**config.mk**
```make
export PLATFORM = sky130hd
export DESIGN_NAME = gc_tx_scheduler
export DESIGN_NICKNAME = d
export VERILOG_FILES = /design/src/rtl/gc_tx_scheduler.sv
export SDC_FILE = /design/constraint.sdc
export NUM_CORES = 1
export LEC_CHECK = 0
export ABC_AREA = 1
export CORE_AREA = 4 4 565 567
export CTS_CLUSTER_SIZE = 40
export DETAILED_ROUTE_END_ITERATION = 6
export DIE_AREA = 0 0 569 571
export GPL_ROUTABILITY_DRIVEN = 0
export GPL_TIMING_DRIVEN = 0
export PLACE_DENSITY = 0.3
export RECOVER_POWER = 25
export SLEW_MARGIN = 40
export SYNTH_ARGS = -nofsm -noshare
export SYNTH_HDL_FRONTEND = slang
export SYNTH_SLANG_ARGS = --single-unit
```
**constraint.sdc**
```tcl
create_clock -name clk -period 29.4 [get_ports clk]
set_input_delay 8.82 -clock clk [delete_from_list [all_inputs] [get_ports clk]]
set_output_delay 8.82 -clock clk [all_outputs]
set_load 0.01 [all_outputs]
```
**src/rtl/gc_tx_scheduler.sv**
```systemverilog
// gc_tx_scheduler: arbitrates key, label, table and mask sources into one registered output stream
module gc_tx_scheduler #(
   parameter int S      = 20,
   parameter int K      = 128,
   parameter int MAXRUN = 4
) (
   input  logic         clk,
   input  logic         rst,
   input  logic         start,
   input  logic         key_v,
   output logic         key_rdy,
   input  logic [K-1:0] key_d0,
   input  logic [K-1:0] key_d1,
   input  logic         lbl_v,
   output logic         lbl_rdy,
   input  logic [1:0]   lbl_en,
   input  logic [S-1:0] lbl_i0,
   input  logic [S-1:0] lbl_i1,
   input  logic [K-1:0] lbl_d0,
   input  logic [K-1:0] lbl_d1,
   input  logic         gt_v,
   output logic         gt_rdy,
   input  logic [S-1:0] gt_i,
   input  logic [K-1:0] gt_d0,
   input  logic [K-1:0] gt_d1,
   input  logic         msk_v,
   output logic         msk_rdy,
   input  logic [K-1:0] msk_d0,
   input  logic [K-1:0] msk_d1,
   output logic         out_v,
   input  logic         out_rdy,
   output logic [2:0]   out_tag,
   output logic [S-1:0] out_i0,
   output logic [S-1:0] out_i1,
   output logic [K-1:0] out_d0,
   output logic [K-1:0] out_d1,
   output logic [S-1:0] lbl_cnt,
   output logic [S-1:0] gt_cnt,
   output logic         done,
   output logic         err
);
   localparam int RW = $clog2(MAXRUN + 1);

   typedef enum logic [1:0] {IDLE, KEYS, STREAM, DONE} state_t;

   state_t        r_state, w_next;
   logic          r_out_v, r_err;
   logic [2:0]    r_tag;
   logic [S-1:0]  r_i0, r_i1, r_lbl_cnt, r_gt_cnt;
   logic [K-1:0]  r_d0, r_d1;
   logic [RW-1:0] r_run;
   logic          w_can, w_gk, w_gl, w_gg, w_gm;
   logic          w_xk, w_xl, w_xg, w_xm, w_bad, w_load, w_start;

   assign w_xk    = key_v & key_rdy;
   assign w_xl    = lbl_v & lbl_rdy;
   assign w_xg    = gt_v & gt_rdy;
   assign w_xm    = msk_v & msk_rdy;
   assign w_bad   = w_xl & (lbl_en == 2'b00);
   assign w_load  = w_xk | w_xg | w_xm | (w_xl & ~w_bad);
   // a finished session may only restart once its last mask has drained
   assign w_start = start & ((r_state == IDLE) | ((r_state == DONE) & ~r_out_v));

   assign out_v   = r_out_v;
   assign out_tag = r_tag;
   assign out_i0  = r_i0;
   assign out_i1  = r_i1;
   assign out_d0  = r_d0;
   assign out_d1  = r_d1;
   assign lbl_cnt = r_lbl_cnt;
   assign gt_cnt  = r_gt_cnt;
   assign err     = r_err;

   // state register
   always_ff @(posedge clk or posedge rst)
      if (rst) r_state <= IDLE;
      else     r_state <= w_next;

   // next-state: session walks keys -> stream -> done
   always_comb begin
      w_next = r_state;
      case (r_state)
         IDLE:    w_next = w_start ? KEYS : IDLE;
         KEYS:    w_next = w_xk ? STREAM : KEYS;
         STREAM:  w_next = w_xm ? DONE : STREAM;
         DONE:    w_next = w_start ? KEYS : DONE;
         default: w_next = IDLE;
      endcase
   end

   // grants: label beats table unless the waiting table record has hit its run limit
   always_comb begin
      w_can   = ~r_out_v | out_rdy;
      w_gk    = r_state == KEYS;
      w_gg    = (r_state == STREAM) & gt_v & (~lbl_v | (r_run == RW'(MAXRUN)));
      w_gl    = (r_state == STREAM) & lbl_v & ~w_gg;
      w_gm    = (r_state == STREAM) & ~lbl_v & ~gt_v;
      key_rdy = w_gk & w_can;
      lbl_rdy = w_gl & w_can;
      gt_rdy  = w_gg & w_can;
      msk_rdy = w_gm & w_can;
      done    = (r_state == DONE) & ~r_out_v;
   end

   // single output register stage, holds while stalled
   always_ff @(posedge clk or posedge rst)
      if (rst) begin
         r_out_v <= 1'b0;
         r_tag   <= 3'b000;
         r_i0    <= '1;
         r_i1    <= '1;
         r_d0    <= '0;
         r_d1    <= '0;
      end else begin
         r_out_v <= w_load | (r_out_v & ~out_rdy);
         if (w_xk) begin
            r_tag <= 3'b001;
            r_i0  <= '1;
            r_i1  <= '1;
            r_d0  <= key_d0;
            r_d1  <= key_d1;
         end
         if (w_xg) begin
            r_tag <= 3'b010;
            r_i0  <= {gt_i[S-2:0], 1'b0};
            r_i1  <= {gt_i[S-2:0], 1'b1};
            r_d0  <= gt_d0;
            r_d1  <= gt_d1;
         end
         if (w_xm) begin
            r_tag <= 3'b011;
            r_i0  <= '1;
            r_i1  <= '1;
            r_d0  <= msk_d0;
            r_d1  <= msk_d1;
         end
         if (w_xl & ~w_bad) begin
            r_tag <= {1'b1, lbl_en};
            r_i0  <= lbl_i0;
            r_i1  <= lbl_i1;
            r_d0  <= lbl_d0;
            r_d1  <= lbl_d1;
         end
      end

   // record counters, starvation run counter and sticky error
   always_ff @(posedge clk or posedge rst)
      if (rst) begin
         r_lbl_cnt <= '0;
         r_gt_cnt  <= '0;
         r_run     <= '0;
         r_err     <= 1'b0;
      end else if (w_start) begin
         r_lbl_cnt <= '0;
         r_gt_cnt  <= '0;
         r_run     <= '0;
         r_err     <= 1'b0;
      end else begin
         if (w_xl & ~w_bad) r_lbl_cnt <= r_lbl_cnt + S'(1);
         if (w_xg) r_gt_cnt <= r_gt_cnt + S'(1);
         if (w_bad) r_err <= 1'b1;
         r_run <= (w_xg | ~gt_v) ? '0 : (w_xl & (r_run != RW'(MAXRUN))) ? r_run + RW'(1) : r_run;
      end
endmodule

```
==> results of run 1 <==
==> sequential cells by signal, indices dropped and copies added (netlist names) <==
name,count
out_tag,3
r_state,2
out_i0,20
out_v,1
out_d1,128
gt_cnt,20
out_i1,20
err,1
lbl_cnt,20
r_run,3
out_d0,128
==> path summary, 6_finish.rpt <==
check	from	to	slack, ns
hold / removal	out_d1[23]	out_d1[23]	0.47
setup reg to reg	out_v	out_d0[119]	25.49
hold reg to reg	out_d1[23]	out_d1[23]	0.47
min in group asynchronous	rst	out_d0[0]	10.31
setup / recovery	out_rdy	gt_rdy	8.31
max in group asynchronous	rst	out_d1[36]	10.94
==> where the power goes <==
| group | internal [mW] | total [mW] | switching (mW) |
|---|---|---|---|
| clock | 0.383 | 0.678 | 0.295 |
| combinational | 0.720 | 2.05 | 1.33 |
| sequential | 0.699 | 0.834 | 0.136 |
==> metal layers <==
| metal | share of wire | track usage |
|---|---|---|
| met3 | 0.11 | 0.0765 |
| met1 | 0.40 | 0.211 |
| met5 | 0.0037 | 0 |
| met4 | 0.022 | 0.0404 |
| met2 | 0.46 | 0.289 |
==> kinds of logic (layout without fill, tap and decap cells) <==
family	count (synthesis)	after routing	synth area share
simple gates	2278	2278	0.436
fa+ha+maj	4	4	0.00217
buf+inv	691	2247	0.119
xor+xnor	4	4	0.00152
flops	346	346	0.377
other cells	0	64	0
compound gates	289	289	0.0639
==> cell type report <==
cell class                      instances  area [µm²]
Clock buffer                           82        1590
Buffer                                282        1260
Timing Repair Buffer                 1457       14700
Clock inverter                         17         203
Tap cell                             4160        5200
Multi-Input combinational cell       2575       11600
Fill cell                           36300      269000
Inverter                              409        1540
Antenna cell                           64         160
Sequential cell                       346        8710
==> cell usage in the layout, fill, tap and decap left out, types with 3 or more instances in the layout <==
cell type           n
clkinv_2            4
clkbuf_1          145
nor2_2              3
nand4_1           359
buf_2             108
buf_16              5
clkinv_4            3
diode_2            64
nand3_2             3
nand2_1          1174
buf_1              21
inv_2               4
a21oi_1            57
buf_6               3
inv_1             404
clkdlybuf4s50_1  1436
nor3_1             11
nor2_1            269
dfstp_2            40
o21ai_0           220
clkbuf_2           16
clkinvlp_4          5
buf_12              3
clkbuf_8           11
ha_1                4
o21a_1              4
clkbuf_4            4
buf_4              12
dfrtp_1           306
nand3_1           454
clkbuf_16          55
==> critical path, stage by stage <==
cell	delay (ns)
clkdlybuf4s50_1	0.47
inv_1	0.05
nand2_2	0.48
nand3_2	0.26
inv_1	0.51
buf_2	0.63
buf_2	0.38
clkdlybuf4s50_1	0.61
==> per-stage QoR <==
stage | instances | total power [mW] | hold slack, ns | area [µm²]
finish | 9392 | 3.56 | 0.474 | 45000
global route | 9350 | 3.79 | 0.489 | 44900
CTS | 9328 | 3.67 | 0.481 | 44900
detailed placement | 9229 | 2.95 | 0.466 | 43100
global placement | 9210 | 2.94 | 0.464 | 42700
floorplan | 3612 | 1.53 | 0.504 | 23100
==> results by group, run 1 <==
Synthesis
  – Count leader, synth: nand2_1
  – Register area share after synthesis: 0.377
  – Post-Syn Area: ~0.023 mm²
  – Cells after synthesis: 3612
  – Avg Cell Area, Syn: approximately 6.4 µm²
  – Asr flop ratio synth: 1.00
  – Synth top cells by count: 1175 x nand2_1, 454 x nand3_1, 405 x inv_1
  – EDFF count, synth: 0
  – Netlist cell types: 30
  – Top cell type's share of synthesized area: 0.332
  – Seq cells post-synth: 346
  – Synth area leader: dfrtp_1
  – Ys flop type: dfrtp_1
  – Synth top area cells: dfrtp_1 33%, nand2_1 19%, nand3_1 9.8%, nand4_1 9.7%, inv_1 6.6%
  – Synth warnings: 0
  – Syn nets: 4710

STA
  – Final slew viol count: 297
  – Setup violators final: 0
  – Setup TNS: 0 ns
  – Tightest Pin Transition: 4.14 ns
  – Max frequency: 47.4 MHz
  – Final worst path period share: 0.717
  – Worst clock skew: a little under 0.08 ns
  – Unrepaired setup endpoints after global routing: no
  – Rel. slew slack: -1.76
  – Minimum clock period: 21.09 ns
  – Final Hold Violating Endpoints: 0
  – Setup WS post-layout: 8.31 ns

Route
  – DR iter-0 viols: 2499
  – Vias per inst: 3.59
  – Routed WL: 300 mm
  – Via count: 33700
  – Pre-antenna DRT Iters: 7
  – DR WL/cell: 32.0 µm
  – Final ANT Viol Nets: 0
  – DRC: 0

Clocking
  – Longest Clk Path Bufs: 3
  – Clock Sink Count: 346
  – Post-CTS setup buffers: 0
  – Num CTS Buffers: 55
  – H-tree Lvls: 2
  – Clock transition at path regs: 0.06 ns
  – Hold buffer count at cts: 0
  – CTS-repair resized insts: 0
  – Clk root buf: clkbuf_16
  – TritonCTS clock tree: yes
  – Worst skew pair latency: ~0.73 ns

Flow run
  – Total of max-cap violations: 5

Floorplanning
  – Core Area: 0.314 mm²
  – # IOs: 1440
  – Die width: roughly 570 µm
  – Die ar.: between 0.3 and 0.4 mm²
  – Site Rows: around 210
  – Die Height: 571 µm
  – Initial Util: 0.0735

Power
  – Leak pwr: 18.4 nW
  – Maximum VDD drop: 0.0503 mV
  – Pwr/cell area: 79.2 mW/mm²

Global routing
  – GRT Util Overall: 0.176
  – Largest net degree at the start of global routing: 68
  – GRT overflow: 0
  – Vias in the first global route: 33500
  – First-pass GRT wire length: 373 mm
  – Initial antenna violation count: ~230

Worst setup path
  – CP arrival: 12.27 ns
  – Startpoint types: input pin
  – R2R depth: 10
  – Worst EP required: roughly 21 ns
  – CP max FO: 13
  – Critical path type: input pin to primary output
  – CP Capture Type: primary output

Placement
  – Pre-CTS setup slack: 8.02 ns
  – DP Wirelength: 265 mm
  – Buffers on Ports: 1438

Final layout
  – Layout cells sized above 1: 0.0559
  – Area Overhead vs Synth: 94.8%
  – Final Util: 0.143
  – Final #Nets: 6224

Hold path
  – Worst Hold Depth: 2
  – Hold crit path type: flop to flop

Outcome
  – Status: complete, but fails checks
  – Violated checks: capacitance limit, slew limit
No activity file was read; power rests on OpenSTA's default activity.
==> inputs of run 2 (changes only) <==
Settings changed: CORE_AREA 4 4 565 567 to 4 4 551 553, DIE_AREA 0 0 569 571 to 0 0 555 557.
Clock period 29.4 ns to 19 ns, I/O delays scaled along.
==> results by group, run 2 (same netlist as run 1, synthesis figures left out) <==
Power
  – Maximum VDD drop: 0.0713 mV
  – Pwr/cell area: 125 mW/mm²
  – Clock group share of total power: 0.207
  – P_int: 2.87 mW
  – Sw power: 2.74 mW
  – Comb pwr share: 0.564
  – Sequential power share: 0.229
  – Sw frac: 0.489
  – Leak pwr: approximately 18 nW
  – Total design power: around 5.6 mW

Worst setup path
  – Startpoint types: input pin
  – RR Startpoint: out_v
  – Critical path type: input pin to primary output
  – CP max FO: 10
  – Worst EP required: 13.30 ns
  – CP Launch Point: out_rdy
  – CP arrival: 9.40 ns
  – CP Capture Type: primary output

Route
  – DR WL/cell: 31.8 µm
  – Vias per inst: 3.66
  – Final ANT Viol Nets: 0
  – Via count: 33600
  – DRC: 0
  – Routed WL: 292 mm
  – DR iter-0 viols: 2670
  – Pre-antenna DRT Iters: 5

STA
  – Setup violators final: 0
  – Unrepaired setup endpoints after global routing: no
  – Minimum clock period: 15.10 ns
  – Final worst path period share: 0.795
  – Rel. slew slack: -1.54
  – Final Hold Violating Endpoints: 0
  – Worst clock skew: 0.0351 ns
  – Tightest Pin Transition: 3.81 ns
  – Final slew viol count: 315
  – Max frequency: 66.2 MHz

Final layout
  – Final #Nets: 6221
  – Commonest non-fill, non-tap cell in the layout: clkdlybuf4s50_1
  – Finished Cell Area: around 0.045 mm²
  – Most frequent cells in the layout: 1437 x clkdlybuf4s50_1, 1175 x nand2_1, 454 x nand3_1
  – Area Overhead vs Synth: 94.2%
  – Layout cells sized above 1: 0.0574

Clocking
  – Post-CTS setup buffers: 0
  – H-tree Lvls: 2
  – Worst skew pair latency: 0.71 ns
  – Hold buffer count at cts: 0
  – Clock transition at path regs: 0.05 ns
  – Clk root buf: clkbuf_16
  – Longest Clk Path Bufs: 3
  – Clock Sink Count: 346
  – TritonCTS clock tree: yes
  – CTS-repair resized insts: 0
  – Num CTS Buffers: 56

Global routing
  – Vias in the first global route: 33600
  – GRT Util Overall: 0.180
  – First-pass GRT wire length: 365 mm
  – Largest net degree at the start of global routing: 57
  – Initial antenna violation count: 207
  – GRT overflow: 0

Flow run
  – Total of max-cap violations: 6

Floorplanning
  – Die width: 555 µm
  – Die ar.: 0.309 mm²
  – Site Rows: approximately 200
  – # IOs: 1440
  – Die Height: 557 µm
  – Initial Util: 0.0773
  – Core Area: 0.299 mm²

Outcome
  – Violated checks: capacitance limit, slew limit
  – Status: complete, but fails checks

Placement
  – DP Wirelength: 257 mm
  – Placed cell area: 0.0429 mm²
  – Buffers on Ports: 1438

Hold path
  – Hold Startpoint: out_d0[119]
  – Hold crit path type: flop to flop
[run 2: cell types whose count changed in the layout (fill, tap and decap cells not counted), sizes merged]
| cell | before | now |
|---|---|---|
| inv | 411 | 416 |
| diode | 64 | 42 |
| buf | 153 | 149 |
| clkdlybuf4s50 | 1436 | 1437 |
| bufinv | 1 | 6 |
| clkinv | 9 | 11 |
| clkbuf | 231 | 225 |
[run 2: power groups by stage]
stage                     Clock [mW]  Combinational [mW]  Sequential [mW]
after floorplan                    0               0.986             1.39
after global placement             0                3.26             1.29
after detailed placement           0                3.27             1.29
after CTS                       1.21                3.28             1.29
after global routing            1.23                3.42             1.32
final                           1.16                3.17             1.29
[run 2: final cells by class]
cell class,count,area [µm²]
Sequential cell,346,8710
Antenna cell,42,105
Clock inverter,29,389
Multi-Input combinational cell,2575,11600
Buffer,282,1260
Inverter,409,1540
Clock buffer,77,1600
Fill cell,34600,254000
Timing Repair Buffer,1453,14700
Tap cell,3958,4950
[run 2: critical path: stages]
cell and delay, ns:
clkdlybuf4s50_1 0.45, inv_1 0.04, nand2_1 0.77, nand3_2 0.32, inv_1 0.51, buf_2 0.57
buf_2 0.36, clkdlybuf4s50_1 0.64
[run 2: worst paths after layout]
| kind | endpoint | cells after the start | slack [ns] |
|---|---|---|---|
| min reg2reg | out_d0[119] | 2 | 0.48 |
| min | out_d0[119] | 2 | 0.48 |
| max reg2reg | out_d1[31] | 11 | 14.39 |
| min in group asynchronous | out_d0[16] | 2 | 6.27 |
| max in group asynchronous | lbl_cnt[15] | 5 | 4.26 |
| max | gt_rdy | 8 | 3.90 |
[run 2: metal layers]
layer,part of all wire,track usage,wire length [µm]
met1,0.40,0.212,116000
met2,0.47,0.302,136000
met3,0.11,0.0797,32000
met4,0.021,0.0354,6210
met5,0.0040,0,1170
[run 2: metrics by stage]
stage	setup TNS [ns]	cells	hold WS (ns)	setup slack [ns]	util
5_1_grt	0	9138	0.497	2.46	0.150
3_5_place_dp	0	9023	0.465	3.78	0.144
4_1_cts	0	9129	0.481	3.77	0.150
3_3_place_gp	-1202.18	9008	0.465	-4.10	0.142
2_1_floorplan	0	3612	0.504	3.77	-
6_report	0	9171	0.477	3.90	0.150
==> inputs of run 3 (changes only) <==
Settings changed: CORE_AREA 4 4 551 553 to 4 4 553 555, DIE_AREA 0 0 555 557 to 0 0 557 559.
Clock period 19 ns to 13.9 ns, I/O delays scaled along.
==> results by group, run 3 (same netlist as run 1, synthesis figures left out) <==
Power
  – Total design power: 7.67 mW
  – Sequential power share: 0.229
  – Comb pwr share: 0.563
  – Maximum VDD drop: 0.0883 mV
  – Sw power: 3.72 mW
  – Sw frac: 0.484
  – Clock group share of total power: 0.207
  – Pwr/cell area: ~170 mW/mm²
  – Leak pwr: 18.5 nW
  – P_int: 3.96 mW

STA
  – Max frequency: 86.4 MHz
  – Rel. slew slack: -1.79
  – Minimum clock period: 11.57 ns
  – Tightest Pin Transition: 4.19 ns
  – Unrepaired setup endpoints after global routing: no
  – Setup WS post-layout: 2.33 ns
  – Worst clock skew: 0.0782 ns
  – Setup violators final: 0
  – Final worst path period share: 0.833
  – Final Hold Violating Endpoints: 0
  – Final slew viol count: 194

Worst setup path
  – CP max FO: 10
  – Critical Path Stages: 7
  – Bufs and invs on worst path: 5
  – RR Startpoint: out_v
  – CP Cell Sequence: clkdlybuf4s50_1, nand2_1, nand3_2, inv_1, buf_2, buf_2, clkdlybuf4s50_1
  – Register-to-register setup slack: 9.89 ns
  – CP Capture Type: primary output
  – Max stage delay on crit path: 0.63 ns
  – Worst EP required: 9.73 ns
  – Critical path type: input pin to primary output
  – Startpoint types: input pin
  – CP endpoint: gt_rdy
  – R2R depth: 11
  – CP arrival: 7.40 ns
  – CP Launch Point: lbl_v
  – Critical path's slowest cell: clkdlybuf4s50_1
  – Worst path top cell family by delay: buffers and inverters
  – Worst flop-to-flop path endpoint: out_d1[31]

Final layout
  – Final Util: 0.149
  – Finished Cell Area: 0.0449 mm²
  – Fin cells: 9171
  – Area Overhead vs Synth: 94.3%
  – Final #Nets: 6219
  – Commonest non-fill, non-tap cell in the layout: clkdlybuf4s50_1
  – Layout cells sized above 1: 0.0567
  – Most frequent cells in the layout: 1437 x clkdlybuf4s50_1, 1174 x nand2_1, 454 x nand3_1

Clocking
  – H-tree Lvls: 2
  – Clk root buf: clkbuf_16
  – Longest Clk Path Bufs: 3
  – Post-CTS setup buffers: 0
  – TritonCTS clock tree: yes
  – Num CTS Buffers: 56
  – Clock transition at path regs: 0.05 ns
  – Worst skew pair latency: approximately 0.71 ns
  – Hold buffer count at cts: 0
  – Clock Sink Count: about 350
  – CTS-repair resized insts: 0

Route
  – Routed WL: 290 mm
  – Pre-antenna DRT Iters: 7
  – Vias per inst: 3.67
  – Via count: 33600
  – Final ANT Viol Nets: 0
  – DR WL/cell: 31.6 µm
  – DRC: 1
  – DR iter-0 viols: about 2600

Placement
  – Cell total after placement: 9041
  – Buffers on Ports: 1438
  – DP Wirelength: roughly 260 mm
  – Pre-CTS setup slack: between 2 and 2.5 ns
  – Placed cell area: 0.0429 mm²

Floorplanning
  – Die ar.: slightly above 0.3 mm²
  – Site Rows: just over 200
  – Die Height: 559 µm
  – Core Area: 0.302 mm²
  – Initial Util: 0.0766
  – Die width: 557 µm
  – # IOs: 1440

Outcome
  – Violated checks: DRC, capacitance limit, slew limit
  – Status: complete, but fails checks

Global routing
  – GRT overflow: 0
  – GRT Util Overall: 0.178
  – Initial antenna violation count: ~210
  – Largest net degree at the start of global routing: 61
  – Vias in the first global route: 33700
  – First-pass GRT wire length: 365 mm

Hold path
  – Hold Startpoint: out_tag[2]
  – Hold crit path type: flop to flop

Flow run
  – Total of max-cap violations: 4
run 3: cell types whose count changed in the layout (fill, tap and decap cells not counted), sizes merged:
cell / before / now
bufinv: 6 / 8
clkbuf: 225 / 223
clkinv: 11 / 10
clkinvlp: 5 / 4
diode: 42 / 29
inv: 416 / 411
run 3: worst min-delay path by stage:
stage                       endpoint  slack [ns]  cells after the start
after detailed placement  out_d0[50]        0.46                      2
after global placement    out_d1[66]        0.46                      2
after floorplan            out_i1[0]        0.50                      2
after global routing      out_d0[54]        0.50                      2
final                     out_tag[2]        0.47                      2
after CTS                 out_d0[50]        0.48                      2
run 3: area by class of cell:
cell class / instances / area [µm²]
clock buffers: 77 / 1610
plain buffers: 282 / 1270
clock inverters: 24 / 397
flip-flops and latches: 346 / 8710
multi-input cells: 2575 / 11600
well taps: 3978 / 4980
fillers: 34800 / 257000
repair buffers: 1451 / 14600
inverters: 409 / 1540
diodes: 29 / 72.6
run 3: layer usage:
layer | global-route usage | part of all wire | routed length [µm] | up-vias
li1 | - | - | - | 14800
met1 | 0.216 | 0.41 | 117000 | 16300
met2 | 0.295 | 0.46 | 133000 | 1862
met3 | 0.0743 | 0.11 | 31900 | 414
met4 | 0.0343 | 0.023 | 6630 | 170
met5 | 0 | 0.0037 | 1060 | -
run 3: worst reg2reg max path, delay by kind of cell (launching register included):
family	cells	cell delay (ns)
simple gates	8	1.96
buf+inv	3	1.36
flops	1	0.58
run 3: stage by stage:
| stage | TNS, ns | hold slack (ns) |
|---|---|---|
| floorplan | 0 | 0.504 |
| global placement | -2456.90 | 0.464 |
| CTS | 0 | 0.480 |
| finish | 0 | 0.474 |
| detailed placement | 0 | 0.464 |
| global route | 0 | 0.497 |
run 3: power groups by stage:
stage | clock network (mW) | logic [mW] | registers [mW]
floorplan | 0 | 1.35 | 1.90
global placement | 0 | 4.45 | 1.77
detailed placement | 0 | 4.46 | 1.77
CTS | 1.66 | 4.48 | 1.77
global route | 1.68 | 4.67 | 1.81
finish | 1.59 | 4.32 | 1.76
